**src/rtl/taxi_qsfp_mgmt_pkg.sv**
```systemverilog
// Shared types for the QSFP28 cage sideband manager.
//   port_state_t : per-cage insertion/reset sequencing state
//   arb_state_t  : shared board-management I2C arbiter state
//   cnt_last     : countdown terminal test; a load of N spends N cycles in
//                  the state (a load of 0 still spends one)
package taxi_qsfp_mgmt_pkg;

   typedef enum logic [1:0] {
      PS_ABSENT,
      PS_RESET,
      PS_INIT,
      PS_READY
   } port_state_t;

   typedef enum logic [1:0] {
      AS_IDLE,
      AS_SETUP,
      AS_GRANT,
      AS_HOLD
   } arb_state_t;

   function automatic logic cnt_last(input logic [31:0] c);
      return (c <= 32'd1);
   endfunction

endpackage

```
**src/rtl/taxi_qsfp_mgmt_ctrl_if.sv**
```systemverilog
// I2C access handshake between the cage manager and the core's shared I2C master.
//   i2c_req     : level request per cage (master -> manager)
//   i2c_gnt     : one-hot grant (manager -> master)
//   i2c_release : 1-cycle pulse, holder finished (master -> manager)
//   i2c_abort   : 1-cycle pulse, grant revoked because the cage left READY
interface taxi_qsfp_mgmt_ctrl_if #(
   parameter int unsigned PORT_CNT = 2
);
   logic [PORT_CNT-1:0] i2c_req;
   logic [PORT_CNT-1:0] i2c_gnt;
   logic                i2c_release;
   logic                i2c_abort;

   modport master (output i2c_req, output i2c_release, input i2c_gnt, input i2c_abort);
   modport slave  (input i2c_req, input i2c_release, output i2c_gnt, output i2c_abort);
endinterface

```
**src/rtl/taxi_qsfp_port_fsm.sv**
```systemverilog
// One QSFP cage: ModPrsL/IntL synchronizers, presence debounce and the
// ABSENT -> RESET -> INIT -> READY sequencer driving ResetL/LPMode.
//   modprsl_i/intl_i : raw cage pins (async)
//   rst_req_i        : 1-cycle soft reset request
//   cfg_lpmode_i     : LPMode requested while READY
//   resetl_o/lpmode_o: cage pins
//   present_o/ready_o/int_o : debounced presence, READY, masked interrupt
module taxi_qsfp_port_fsm
   import taxi_qsfp_mgmt_pkg::*;
#(
   parameter int unsigned DEBOUNCE_CYC = 1024,
   parameter int unsigned RESET_CYC    = 1250,
   parameter int unsigned INIT_CYC     = 250000
) (
   input  logic clk,
   input  logic rst_n,
   input  logic modprsl_i,
   input  logic intl_i,
   input  logic rst_req_i,
   input  logic cfg_lpmode_i,
   output logic resetl_o,
   output logic lpmode_o,
   output logic present_o,
   output logic ready_o,
   output logic int_o
);

   localparam int unsigned DB_LOAD = (DEBOUNCE_CYC > 0) ? DEBOUNCE_CYC - 1 : 0;
   localparam int unsigned DW      = (DB_LOAD < 1) ? 1 : $clog2(DB_LOAD + 1);
   localparam int unsigned CMAX    = (RESET_CYC > INIT_CYC) ? RESET_CYC : INIT_CYC;
   localparam int unsigned CW      = (CMAX < 1) ? 1 : $clog2(CMAX + 1);

   logic prs_s1_q, prs_s2_q, int_s1_q, int_s2_q;
   logic present_q, present_d;
   logic [DW-1:0] db_cnt_q, db_cnt_d;
   port_state_t state_q, state_d;
   logic [CW-1:0] cnt_q, cnt_d;
   logic lpmode_q;

   // Synchronizers idle at the pin-inactive level (absent, no interrupt)
   always_ff @(posedge clk or negedge rst_n) begin
      if (!rst_n) begin
         prs_s1_q <= 1'b1;
         prs_s2_q <= 1'b1;
         int_s1_q <= 1'b1;
         int_s2_q <= 1'b1;
      end else begin
         prs_s1_q <= modprsl_i;
         prs_s2_q <= prs_s1_q;
         int_s1_q <= intl_i;
         int_s2_q <= int_s1_q;
      end
   end

   // Presence flips once DEBOUNCE_CYC consecutive samples disagree with it;
   // any agreeing sample reloads the counter.
   always_comb begin
      present_d = present_q;
      db_cnt_d  = DW'(DB_LOAD);
      if (~prs_s2_q != present_q) begin
         if (db_cnt_q == '0) present_d = ~prs_s2_q;
         else                db_cnt_d  = db_cnt_q - 1'b1;
      end
   end

   always_ff @(posedge clk or negedge rst_n) begin
      if (!rst_n) begin
         present_q <= 1'b0;
         db_cnt_q  <= DW'(DB_LOAD);
         state_q   <= PS_ABSENT;
         cnt_q     <= '0;
         lpmode_q  <= 1'b1;
      end else begin
         present_q <= present_d;
         db_cnt_q  <= db_cnt_d;
         state_q   <= state_d;
         cnt_q     <= cnt_d;
         lpmode_q  <= cfg_lpmode_i;
      end
   end

   always_comb begin
      state_d = state_q;
      cnt_d   = cnt_q;
      if (!present_q) begin
         state_d = PS_ABSENT;
      end else begin
         unique case (state_q)
            PS_ABSENT: begin
               state_d = PS_RESET;
               cnt_d   = CW'(RESET_CYC);
            end
            PS_RESET: begin
               if (rst_req_i) begin
                  cnt_d = CW'(RESET_CYC);
               end else if (cnt_last(32'(cnt_q))) begin
                  state_d = PS_INIT;
                  cnt_d   = CW'(INIT_CYC);
               end else begin
                  cnt_d = cnt_q - 1'b1;
               end
            end
            PS_INIT: begin
               if (rst_req_i) begin
                  state_d = PS_RESET;
                  cnt_d   = CW'(RESET_CYC);
               end else if (cnt_last(32'(cnt_q))) begin
                  state_d = PS_READY;
               end else begin
                  cnt_d = cnt_q - 1'b1;
               end
            end
            PS_READY: begin
               if (rst_req_i) begin
                  state_d = PS_RESET;
                  cnt_d   = CW'(RESET_CYC);
               end
            end
            default: state_d = PS_ABSENT;
         endcase
      end
   end

   always_comb begin
      resetl_o  = (state_q == PS_INIT) || (state_q == PS_READY);
      ready_o   = (state_q == PS_READY);
      lpmode_o  = ready_o ? lpmode_q : 1'b1;
      present_o = present_q;
      int_o     = ~int_s2_q & ready_o;
   end

endmodule

```
**src/rtl/taxi_qsfp_mgmt_ctrl.sv**
```systemverilog
// Sideband manager for PORT_CNT QSFP28 cages: per-cage ResetL/LPMode
// sequencing and round-robin arbitration of one shared I2C master via ModSelL.
//   qsfp_* : cage pins      cfg_lpmode/port_rst_req : host controls
//   port_present/ready/int : per-cage status
//   i2c    : request/grant/release/abort handshake with the I2C master
module taxi_qsfp_mgmt_ctrl
   import taxi_qsfp_mgmt_pkg::*;
#(
   parameter int unsigned PORT_CNT     = 2,
   parameter int unsigned DEBOUNCE_CYC = 1024,
   parameter int unsigned RESET_CYC    = 1250,
   parameter int unsigned INIT_CYC     = 250000,
   parameter int unsigned MODSEL_SETUP = 250,
   parameter int unsigned MODSEL_HOLD  = 250
) (
   input  logic                clk,
   input  logic                rst_n,
   input  logic [PORT_CNT-1:0] qsfp_modprsl,
   input  logic [PORT_CNT-1:0] qsfp_intl,
   output logic [PORT_CNT-1:0] qsfp_resetl,
   output logic [PORT_CNT-1:0] qsfp_lpmode,
   output logic [PORT_CNT-1:0] qsfp_modsell,
   input  logic [PORT_CNT-1:0] cfg_lpmode,
   input  logic [PORT_CNT-1:0] port_rst_req,
   output logic [PORT_CNT-1:0] port_present,
   output logic [PORT_CNT-1:0] port_ready,
   output logic [PORT_CNT-1:0] port_int,
   taxi_qsfp_mgmt_ctrl_if.slave i2c
);

   localparam int unsigned IW   = (PORT_CNT > 1) ? $clog2(PORT_CNT) : 1;
   localparam int unsigned AMAX = (MODSEL_SETUP > MODSEL_HOLD) ? MODSEL_SETUP : MODSEL_HOLD;
   localparam int unsigned AW   = (AMAX < 1) ? 1 : $clog2(AMAX + 1);

   for (genvar g = 0; g < PORT_CNT; g++) begin : g_port
      taxi_qsfp_port_fsm #(
         .DEBOUNCE_CYC (DEBOUNCE_CYC),
         .RESET_CYC    (RESET_CYC),
         .INIT_CYC     (INIT_CYC)
      ) u_port (
         .clk          (clk),
         .rst_n        (rst_n),
         .modprsl_i    (qsfp_modprsl[g]),
         .intl_i       (qsfp_intl[g]),
         .rst_req_i    (port_rst_req[g]),
         .cfg_lpmode_i (cfg_lpmode[g]),
         .resetl_o     (qsfp_resetl[g]),
         .lpmode_o     (qsfp_lpmode[g]),
         .present_o    (port_present[g]),
         .ready_o      (port_ready[g]),
         .int_o        (port_int[g])
      );
   end

   arb_state_t arb_q, arb_d;
   logic [IW-1:0] sel_q, sel_d, rr_q, rr_d, pick;
   logic [AW-1:0] acnt_q, acnt_d;
   logic [PORT_CNT-1:0] eligible, gnt, modsell;
   logic pick_vld, sel_lost, abort;
   int unsigned idx;

   // First eligible cage at or after the round-robin pointer
   always_comb begin
      eligible = i2c.i2c_req & port_ready;
      pick_vld = 1'b0;
      pick     = '0;
      idx      = 0;
      for (int unsigned i = 0; i < PORT_CNT; i++) begin
         idx = (32'(rr_q) + i) % PORT_CNT;
         if (!pick_vld && eligible[idx]) begin
            pick_vld = 1'b1;
            pick     = IW'(idx);
         end
      end
   end

   assign sel_lost = !port_ready[sel_q];

   always_ff @(posedge clk or negedge rst_n) begin
      if (!rst_n) begin
         arb_q  <= AS_IDLE;
         sel_q  <= '0;
         rr_q   <= '0;
         acnt_q <= '0;
      end else begin
         arb_q  <= arb_d;
         sel_q  <= sel_d;
         rr_q   <= rr_d;
         acnt_q <= acnt_d;
      end
   end

   // Losing the selected cage takes priority over release; both exit via HOLD
   // so ModSelL always gets its full hold time.
   always_comb begin
      arb_d  = arb_q;
      sel_d  = sel_q;
      rr_d   = rr_q;
      acnt_d = acnt_q;
      unique case (arb_q)
         AS_IDLE: begin
            if (pick_vld) begin
               arb_d  = AS_SETUP;
               sel_d  = pick;
               acnt_d = AW'(MODSEL_SETUP);
            end
         end
         AS_SETUP: begin
            if (sel_lost) begin
               arb_d  = AS_HOLD;
               acnt_d = AW'(MODSEL_HOLD);
            end else if (cnt_last(32'(acnt_q))) begin
               arb_d = AS_GRANT;
            end else begin
               acnt_d = acnt_q - 1'b1;
            end
         end
         AS_GRANT: begin
            if (sel_lost || i2c.i2c_release) begin
               arb_d  = AS_HOLD;
               acnt_d = AW'(MODSEL_HOLD);
            end
         end
         AS_HOLD: begin
            if (cnt_last(32'(acnt_q))) begin
               arb_d = AS_IDLE;
               rr_d  = (32'(sel_q) == PORT_CNT - 1) ? '0 : sel_q + 1'b1;
            end else begin
               acnt_d = acnt_q - 1'b1;
            end
         end
         default: arb_d = AS_IDLE;
      endcase
   end

   // Grant is masked by the cage's READY so it drops in the same cycle abort pulses
   always_comb begin
      modsell = '1;
      gnt     = '0;
      abort   = 1'b0;
      if (arb_q != AS_IDLE) modsell[sel_q] = 1'b0;
      if (arb_q == AS_GRANT && !sel_lost) gnt[sel_q] = 1'b1;
      if ((arb_q == AS_SETUP || arb_q == AS_GRANT) && sel_lost) abort = 1'b1;
   end

   assign qsfp_modsell  = modsell;
   assign i2c.i2c_gnt   = gnt;
   assign i2c.i2c_abort = abort;

endmodule

```
**src/flat_wrapper.sv**
```systemverilog
// flat-port wrapper written by rule: the top's interface ports become plain ports
module taxi_qsfp_mgmt_ctrl_flat import taxi_qsfp_mgmt_pkg::*;
#(
   parameter int unsigned PORT_CNT     = 2,
   parameter int unsigned DEBOUNCE_CYC = 1024,
   parameter int unsigned RESET_CYC    = 1250,
   parameter int unsigned INIT_CYC     = 250000,
   parameter int unsigned MODSEL_SETUP = 250,
   parameter int unsigned MODSEL_HOLD  = 250
)
  (clk, rst_n, qsfp_modprsl, qsfp_intl, qsfp_resetl, qsfp_lpmode, qsfp_modsell, cfg_lpmode, port_rst_req, port_present, port_ready, port_int, i2c_i2c_req, i2c_i2c_release, i2c_i2c_gnt, i2c_i2c_abort);
  taxi_qsfp_mgmt_ctrl_if #(.PORT_CNT(PORT_CNT)) i2c_i ();
  input  logic clk;
  input  logic rst_n;
  input  logic [PORT_CNT-1:0] qsfp_modprsl;
  input  logic [PORT_CNT-1:0] qsfp_intl;
  output logic [PORT_CNT-1:0] qsfp_resetl;
  output logic [PORT_CNT-1:0] qsfp_lpmode;
  output logic [PORT_CNT-1:0] qsfp_modsell;
  input  logic [PORT_CNT-1:0] cfg_lpmode;
  input  logic [PORT_CNT-1:0] port_rst_req;
  output logic [PORT_CNT-1:0] port_present;
  output logic [PORT_CNT-1:0] port_ready;
  output logic [PORT_CNT-1:0] port_int;
  input wire logic [$bits(i2c_i.i2c_req)-1:0] i2c_i2c_req;
  input wire logic [$bits(i2c_i.i2c_release)-1:0] i2c_i2c_release;
  output wire logic [$bits(i2c_i.i2c_gnt)-1:0] i2c_i2c_gnt;
  output wire logic [$bits(i2c_i.i2c_abort)-1:0] i2c_i2c_abort;
  assign i2c_i.i2c_req = i2c_i2c_req;
  assign i2c_i.i2c_release = i2c_i2c_release;
  assign i2c_i2c_gnt = i2c_i.i2c_gnt;
  assign i2c_i2c_abort = i2c_i.i2c_abort;
  taxi_qsfp_mgmt_ctrl #(.PORT_CNT(PORT_CNT), .DEBOUNCE_CYC(DEBOUNCE_CYC), .RESET_CYC(RESET_CYC), .INIT_CYC(INIT_CYC), .MODSEL_SETUP(MODSEL_SETUP), .MODSEL_HOLD(MODSEL_HOLD)) u_core (.clk(clk), .rst_n(rst_n), .qsfp_modprsl(qsfp_modprsl), .qsfp_intl(qsfp_intl), .qsfp_resetl(qsfp_resetl), .qsfp_lpmode(qsfp_lpmode), .qsfp_modsell(qsfp_modsell), .cfg_lpmode(cfg_lpmode), .port_rst_req(port_rst_req), .port_present(port_present), .port_ready(port_ready), .port_int(port_int), .i2c(i2c_i));
endmodule
```
**config.mk**
```make
export PLATFORM = sky130hd
export DESIGN_NAME = taxi_qsfp_mgmt_ctrl_flat
export DESIGN_NICKNAME = d
export VERILOG_FILES = /design/src/rtl/taxi_qsfp_mgmt_pkg.sv /design/src/rtl/taxi_qsfp_mgmt_ctrl_if.sv /design/src/rtl/taxi_qsfp_port_fsm.sv /design/src/rtl/taxi_qsfp_mgmt_ctrl.sv /design/src/flat_wrapper.sv
export SDC_FILE = /design/constraint.sdc
export NUM_CORES = 1
export LEC_CHECK = 0
export CELL_PAD_IN_SITES_DETAIL_PLACEMENT = 1
export CELL_PAD_IN_SITES_GLOBAL_PLACEMENT = 1
export CORE_UTILIZATION = 45
export DETAILED_ROUTE_END_ITERATION = 16
export GPL_TIMING_DRIVEN = 0
export HOLD_SLACK_MARGIN = 0.1
export PLACE_DENSITY = 0.88
export SLEW_MARGIN = 20
export SYNTH_ARGS = -nofsm -noshare
export SYNTH_HDL_FRONTEND = slang
export SYNTH_SLANG_ARGS = --single-unit
```
**constraint.sdc**
```tcl
create_clock -name clk -period 2.95 [get_ports clk]
set_clock_uncertainty 0.1 [all_clocks]
set_input_delay 0.59 -clock clk [delete_from_list [all_inputs] [get_ports clk]]
set_output_delay 0.59 -clock clk [all_outputs]
set_load 0.005 [all_outputs]
```
==> results of run 1 <==
[final timing paths]
path | startpoint | end | slack, ns | cells past startpoint
worst max-delay path | u_core.g_port[0].u_port.state_q[0]$_DFFE_PN0P_ | i2c_i2c_gnt[0] | 0.07 | 5
worst min-delay path | u_core.g_port[0].u_port.prs_s1_q$_DFF_PN1_ | u_core.g_port[0].u_port.prs_s2_q$_DFF_PN1_ | 0.26 | 0
worst max register to register | u_core.g_port[0].u_port.cnt_q[8]$_DFFE_PN0P_ | u_core.g_port[0].u_port.cnt_q[8]$_DFFE_PN0P_ | 0.15 | 7
worst min register to register | u_core.g_port[0].u_port.prs_s1_q$_DFF_PN1_ | u_core.g_port[0].u_port.prs_s2_q$_DFF_PN1_ | 0.26 | 0
max in group asynchronous | rst_n | u_core.g_port[0].u_port.db_cnt_q[2]$_DFF_PN1_ | 1.51 | 3
min in group asynchronous | rst_n | u_core.g_port[1].u_port.present_o$_DFFE_PN0P_ | 0.57 | 2
[power by group]
group          internal (mW)  leakage [nW]  switching (mW)
clock                  0.549         0.121           0.453
sequential              1.20         0.986          0.0348
combinational         0.0776          1.18           0.120
[flip-flops by register name (all words and copies together), names as in the netlist]
register / count
u_core.g_port.u_port.prs_s2_q: 2
u_core.arb_q: 2
u_core.g_port.u_port.present_o: 2
u_core.g_port.u_port.cnt_q: 36
u_core.sel_q: 1
u_core.acnt_q: 8
u_core.g_port.u_port.lpmode_q: 2
u_core.g_port.u_port.int_s1_q: 2
u_core.rr_q: 1
u_core.g_port.u_port.db_cnt_q: 20
u_core.g_port.u_port.prs_s1_q: 2
u_core.g_port.u_port.int_s2_q: 2
u_core.g_port.u_port.state_q: 4
[logic make-up (layout without fill, tap and decap cells)]
kind of cell	after synthesis	count (layout)
AO/OA/AOI/OAI	141	141
XOR/XNOR	19	19
adder cells (fa/ha/maj)	18	18
buffers and inverters	64	105
flip-flops	84	84
multiplexers	7	7
AND/OR/NAND/NOR	215	215
[worst register-to-register path, stage by stage (launching register included)]
cell and delay, ns:
dfrtp_1 0.42, or4_1 0.65, nor2_1 0.20, buf_1 0.41
a31oi_2 0.25, clkbuf_1 0.30, a31oi_1 0.28, nor3_1 0.07
[cell usage in the layout, fill, tap and decap left out, types with 4 or more instances in the layout]
cell,count
nor2b_1,7
and3_1,5
nand2_1,47
clkdlybuf4s50_1,24
clkbuf_1,12
and2_1,5
nor4_1,12
nand2b_1,6
o21ai_0,44
xor2_1,7
buf_4,12
a22o_1,7
or3_1,13
ha_1,17
a21oi_1,30
nor4_2,4
inv_1,33
a22oi_1,4
or4_1,13
nor2_1,38
clkbuf_8,10
xnor2_1,12
nor3_1,25
a311oi_1,4
or2_2,7
a31oi_1,15
nand3_1,17
buf_2,4
a31o_2,6
dfrtp_1,54
dfstp_2,30
[synthesized netlist by cell type (4+ instances only)]
master    number
a311oi_1       4
a21oi_1       30
buf_4         10
nand2_1       47
nor2_1        39
a22o_1         7
clkbuf_1      16
or2_2          7
mux2i_1        4
dfrtp_1       54
buf_2          4
xor2_1         7
a31oi_1       16
inv_1         33
nand3_1       17
ha_1          18
xnor2_1       12
and2_1         5
nor3_1        26
nor4_1        13
dfstp_2       30
o21ai_0       44
a31o_2         6
or3_1         13
nand2b_1       6
or4_1         13
a22oi_1        4
nor2b_1        7
and3_1         5
[per-layer routing]
metal | up-vias | GRT usage | routed length (µm)
met1 | 2178 | 0.303 | 5950
li1 | 2041 | - | -
met3 | 19 | 0.0419 | 496
met5 | - | 0 | 0
met4 | 0 | 0.112 | 211
met2 | 78 | 0.449 | 6840
[layout make-up]
type | instances | area share
multi-input cells | 400 | 0.453
well taps | 136 | 0.0299
inverters | 33 | 0.0218
clock buffers | 12 | 0.0293
repair buffers | 27 | 0.0501
plain buffers | 29 | 0.0279
clock inverters | 4 | 0.0123
flip-flops and latches | 84 | 0.376
[repair_timing]
item,4_1_cts,5_1_grt
pin swaps,0,0
endpoints found under the hold margin,19,0
endpoints found under the setup margin,5,21
gates resized for setup,6,10
setup buffers,0,0
hold buffers,1,0
==> flow_summary.ini, run 1 <==
[min_path]
hp-class = register to register

[route]
drt_iter0_drc = 143
detail_route.wl_per_cell_um = 18.6
routed_wirelength_um = 13500
vias = 4316
drc = 0
viasPerCell = 5.95
dr.pass1.iters = 4
final_antenna_net_count = 0

[grt]
grt_overflow_total = 0
grt_first_pass_wirelength_um = 22700
grt_pass1_vias = 4602
track_usage = 0.254
grt_max_degree = 58
antenna_found_initial = 0

[sta]
tightest_slew_ns = 0.980
slew_headroom = 0.340
hold_viol_final = 0
rsz0062_at_grt = yes
setup_viol = 0
post-route-worst-setup-slack_ns = 0.0682
slew_viol_final = 0
finalCritPeriodShare = 0.977
fin_setup_tns_ns = 0
finalCriticalPeriod_ns = 2.88
clock.fmax_mhz = 347
timing.hold.ws_ns = 0.261

[logic_synthesis]
synth_simple_gate_area_frac = 0.235
synth_xor_area_frac = 0.0336
yosys_register_bits = 84
synth_edf_count = 0
synth_top_family_by_area = simple AND/OR/NAND/NOR gates
synth_adder_area_share = 0.0455
yosys-top-cells-area = dfrtp_1 (27%), dfstp_2 (16%), ha_1 (4.5%)
synth.distinct_cells = 61
syn_nets = 579
yosysWarnings = 0
synth-main-ff-cell = dfrtp_1
synth_top_area_frac = 0.273
synth_cells = 548
syn_area_per_cell_um2 = 9.03
netlist_area_um2 = 4950
synth_compound_area_frac = 0.182
synthArstFlopShare = 1.00
yosysSeqAreaShare = 0.432
synth_top_cell_by_area = dfrtp_1
muxShareOfSynthArea = 0.0149

[clock_network]
cts_sinks = 84
cts_tree = yes
clk_pin_slew_ns = 0.09
cts_buffer_depth = 2
cts_buffers = 9
clk_latency_ns = 0.39
cts-htree-levels = 3
cts_root_buffer = clkbuf_8

[placement]
gp_congestion = 0.824
dp.cells = 710
post-place-ws_ns = 0.107
dp_hpwl_um = 9290
place_area_um2 = 5400
port_buffers = 25

[layout]
nFillCells = 1219
antenna_cells = 0
syn2layout_area_growth_pct = 14.9
fin_util = 0.541
finalNonFillerCells = 725
nets = 615
final_cell_area_um2 = 5690
multiInputGateArea_um2 = 2570
regArea_um2 = 2140
drive_gt1_frac = 0.165

[critical_path]
slowest_stage = clkdlybuf4s50_1
critPathBufInv = 3
required_ns = 2.26
path_max_fanout = 10
crit_chain = ha_1, buf_4, inv_1, nor3b_4, clkdlybuf4s50_1
critPathKind = register to primary output
slowest_delay_ns = 0.55
crit_family = buffers and inverters
startpoint_type = register
cp-end-kind = primary output
arrival_ns = 2.19

[die]
die_height_um = 107
start_util = 0.471
rows = 37
core_um2 = 10500
die_width_um = 107
die_area_um2 = 11400
num_io_pins = 28

[job]
timing.max_cap.violations = 0

[status]
status = finished, final reports clean

[power_and_ir_drop]
ir_worst_vdd_mv = 0.244
p_leak_nw = 2.28
power_mw = 2.43
powerDensity_nw_per_um2 = 427
No activity file was read; power rests on OpenSTA's default activity.
==> inputs of run 2 (changes only) <==
--- a/config.mk
+++ b/config.mk
@@ -12,7 +12,6 @@
 export GPL_TIMING_DRIVEN = 0
 export HOLD_SLACK_MARGIN = 0.1
 export PLACE_DENSITY = 0.88
-export SLEW_MARGIN = 20
 export SYNTH_ARGS = -nofsm -noshare
 export SYNTH_HDL_FRONTEND = slang
 export SYNTH_SLANG_ARGS = --single-unit
==> run 2 against run 1 <==
Final cell count is 0.14% higher. Largest power group unchanged. Via count is 0.37% higher. Wire length is 2.1% lower. Worst hold slack hardly changed. Sequential share of layout area is 0.31 points higher. Count of clock-buffer cells in the layout stayed put. Combinational power hardly changed. Critical path depth stayed put.
==> flow_summary.ini, run 2 (synthesis gave the netlist of run 1 again) <==
[critical_path]
path_max_fanout = 10
slowest_delay_ns = 0.50
required_ns = 2.26
critPathKind = register to primary output
crit_chain = ha_1, clkbuf_4, mux2i_2, and2_1, clkdlybuf4s50_1
startpoint_type = register
crit_family = buffers and inverters
arrival_ns = 2.17
critPathBufInv = 2
slowest_stage = clkdlybuf4s50_1
cp-end-kind = primary output

[sta]
post-route-worst-setup-slack_ns = 0.0921
rsz0062_at_grt = no
fin_setup_tns_ns = 0
slew_headroom = 0.338
tightest_slew_ns = 0.985
clock.fmax_mhz = 350
hold_viol_final = 0
finalCritPeriodShare = 0.969
slew_viol_final = 0
setup_viol = 0
finalCriticalPeriod_ns = 2.86

[route]
routed_wirelength_um = 13200
drt_iter0_drc = 168
vias = 4332
detail_route.wl_per_cell_um = 18.2
final_antenna_net_count = 0
viasPerCell = 5.97
dr.pass1.iters = 5
drc = 0

[layout]
final_common_cell = dfrtp_1
nFillCells = 1220
top_register = u_core.g_port.u_port.cnt_q
finalNonFillerCells = 726
top_regs = u_core.g_port.u_port.cnt_q x36, u_core.g_port.u_port.db_cnt_q x20, u_core.acnt_q x8
largest_register_ffs = 36
nets = 616
syn2layout_area_growth_pct = 14.0
antenna_cells = 0
drive_gt1_frac = 0.166
layout_common_cells = dfrtp_1 (54), nand2_1 (47), o21ai_0 (44)

[job]
timing.max_cap.violations = 0

[die]
num_io_pins = 28
start_util = 0.471
die_height_um = 107
die_width_um = 107
die_area_um2 = 11400
core_um2 = 10500
rows = 37

[clock_network]
cts_root_buffer = clkbuf_8
cts_buffer_depth = 2
cts-htree-levels = 3
cts_sinks = 84
cts_tree = yes
clk_latency_ns = 0.37
clk_pin_slew_ns = 0.09
cts_buffers = 9

[grt]
track_usage = 0.248
antenna_found_initial = 0
grt_overflow_total = 0
grt_first_pass_wirelength_um = 22300
grt_max_degree = 59
grt_pass1_vias = 4653

[placement]
dp.cells = 710
post-place-ws_ns = 0.141
port_buffers = 25
gp_congestion = 0.824
dp_hpwl_um = 9220

[min_path]
hp-class = register to register

[power_and_ir_drop]
powerDensity_nw_per_um2 = 409
p_leak_nw = 2.27
power_mw = 2.31
ir_worst_vdd_mv = 0.253

[status]
status = finished, final reports clean
run 2: layout make-up:
class / instances / area [µm²] / area share
flip-flops and latches: 84 / 2140 / 0.379
clock inverters: 4 / 47.5 / 0.00843
well taps: 136 / 170 / 0.0302
clock buffers: 12 / 155 / 0.0275
multi-input cells: 400 / 2550 / 0.453
repair buffers: 28 / 293 / 0.0519
plain buffers: 29 / 160 / 0.0284
inverters: 33 / 124 / 0.0220
run 2: timing repair:
item	CTS	global route
endpoints found under the hold margin	19	0
buffers inserted	0	1
hold buffers	1	0
endpoints found under the setup margin	6	18
resized for setup	6	7
run 2: through the flow:
step	area (µm²)	hold slack (ns)	util
2_1_floorplan	4950	0.194	-
3_3_place_gp	5370	0.246	0.511
3_5_place_dp	5400	0.249	0.514
4_1_cts	5630	0.262	0.535
5_1_grt	5640	0.265	0.537
6_report	5640	0.261	0.537
run 2: worst register-to-register path, cell delays in order, from the launching register on:
cell	delay, ns
dfrtp_1	0.40
inv_1	0.08
ha_1	0.36
nor2_1	0.42
o21ai_0	0.37
a31o_2	0.39
nor2_2	0.37
mux2_2	0.23
run 2: metal layers:
metal,GRT usage,vias up,wire length (µm)
met3,0.0377,21,366
met1,0.301,2193,5910
met4,0.110,0,282
li1,-,2049,-
met5,0,-,0
met2,0.435,69,6650
run 2: worst paths after layout:
path	start	to	slack, ns	cells after the start
max in group asynchronous	rst_n	u_core.g_port[0].u_port.db_cnt_q[8]$_DFF_PN1_	1.52	3
worst min register to register	u_core.g_port[1].u_port.prs_s1_q$_DFF_PN1_	u_core.g_port[1].u_port.prs_s2_q$_DFF_PN1_	0.26	0
min in group asynchronous	rst_n	u_core.g_port[1].u_port.cnt_q[7]$_DFFE_PN0P_	0.57	2
worst max register to register	u_core.g_port[1].u_port.state_q[0]$_DFFE_PN0P_	u_core.g_port[1].u_port.cnt_q[0]$_DFFE_PN0P_	0.17	7
worst min-delay path	u_core.g_port[1].u_port.prs_s1_q$_DFF_PN1_	u_core.g_port[1].u_port.prs_s2_q$_DFF_PN1_	0.26	0
worst max-delay path	u_core.g_port[0].u_port.state_q[0]$_DFFE_PN0P_	i2c_i2c_abort	0.09	5
run 2: where the power goes:
part           switching (mW)  internal (mW)
Sequential             0.0349           1.20
Combinational           0.120         0.0778
Clock                   0.444          0.435
Total                   0.598           1.71
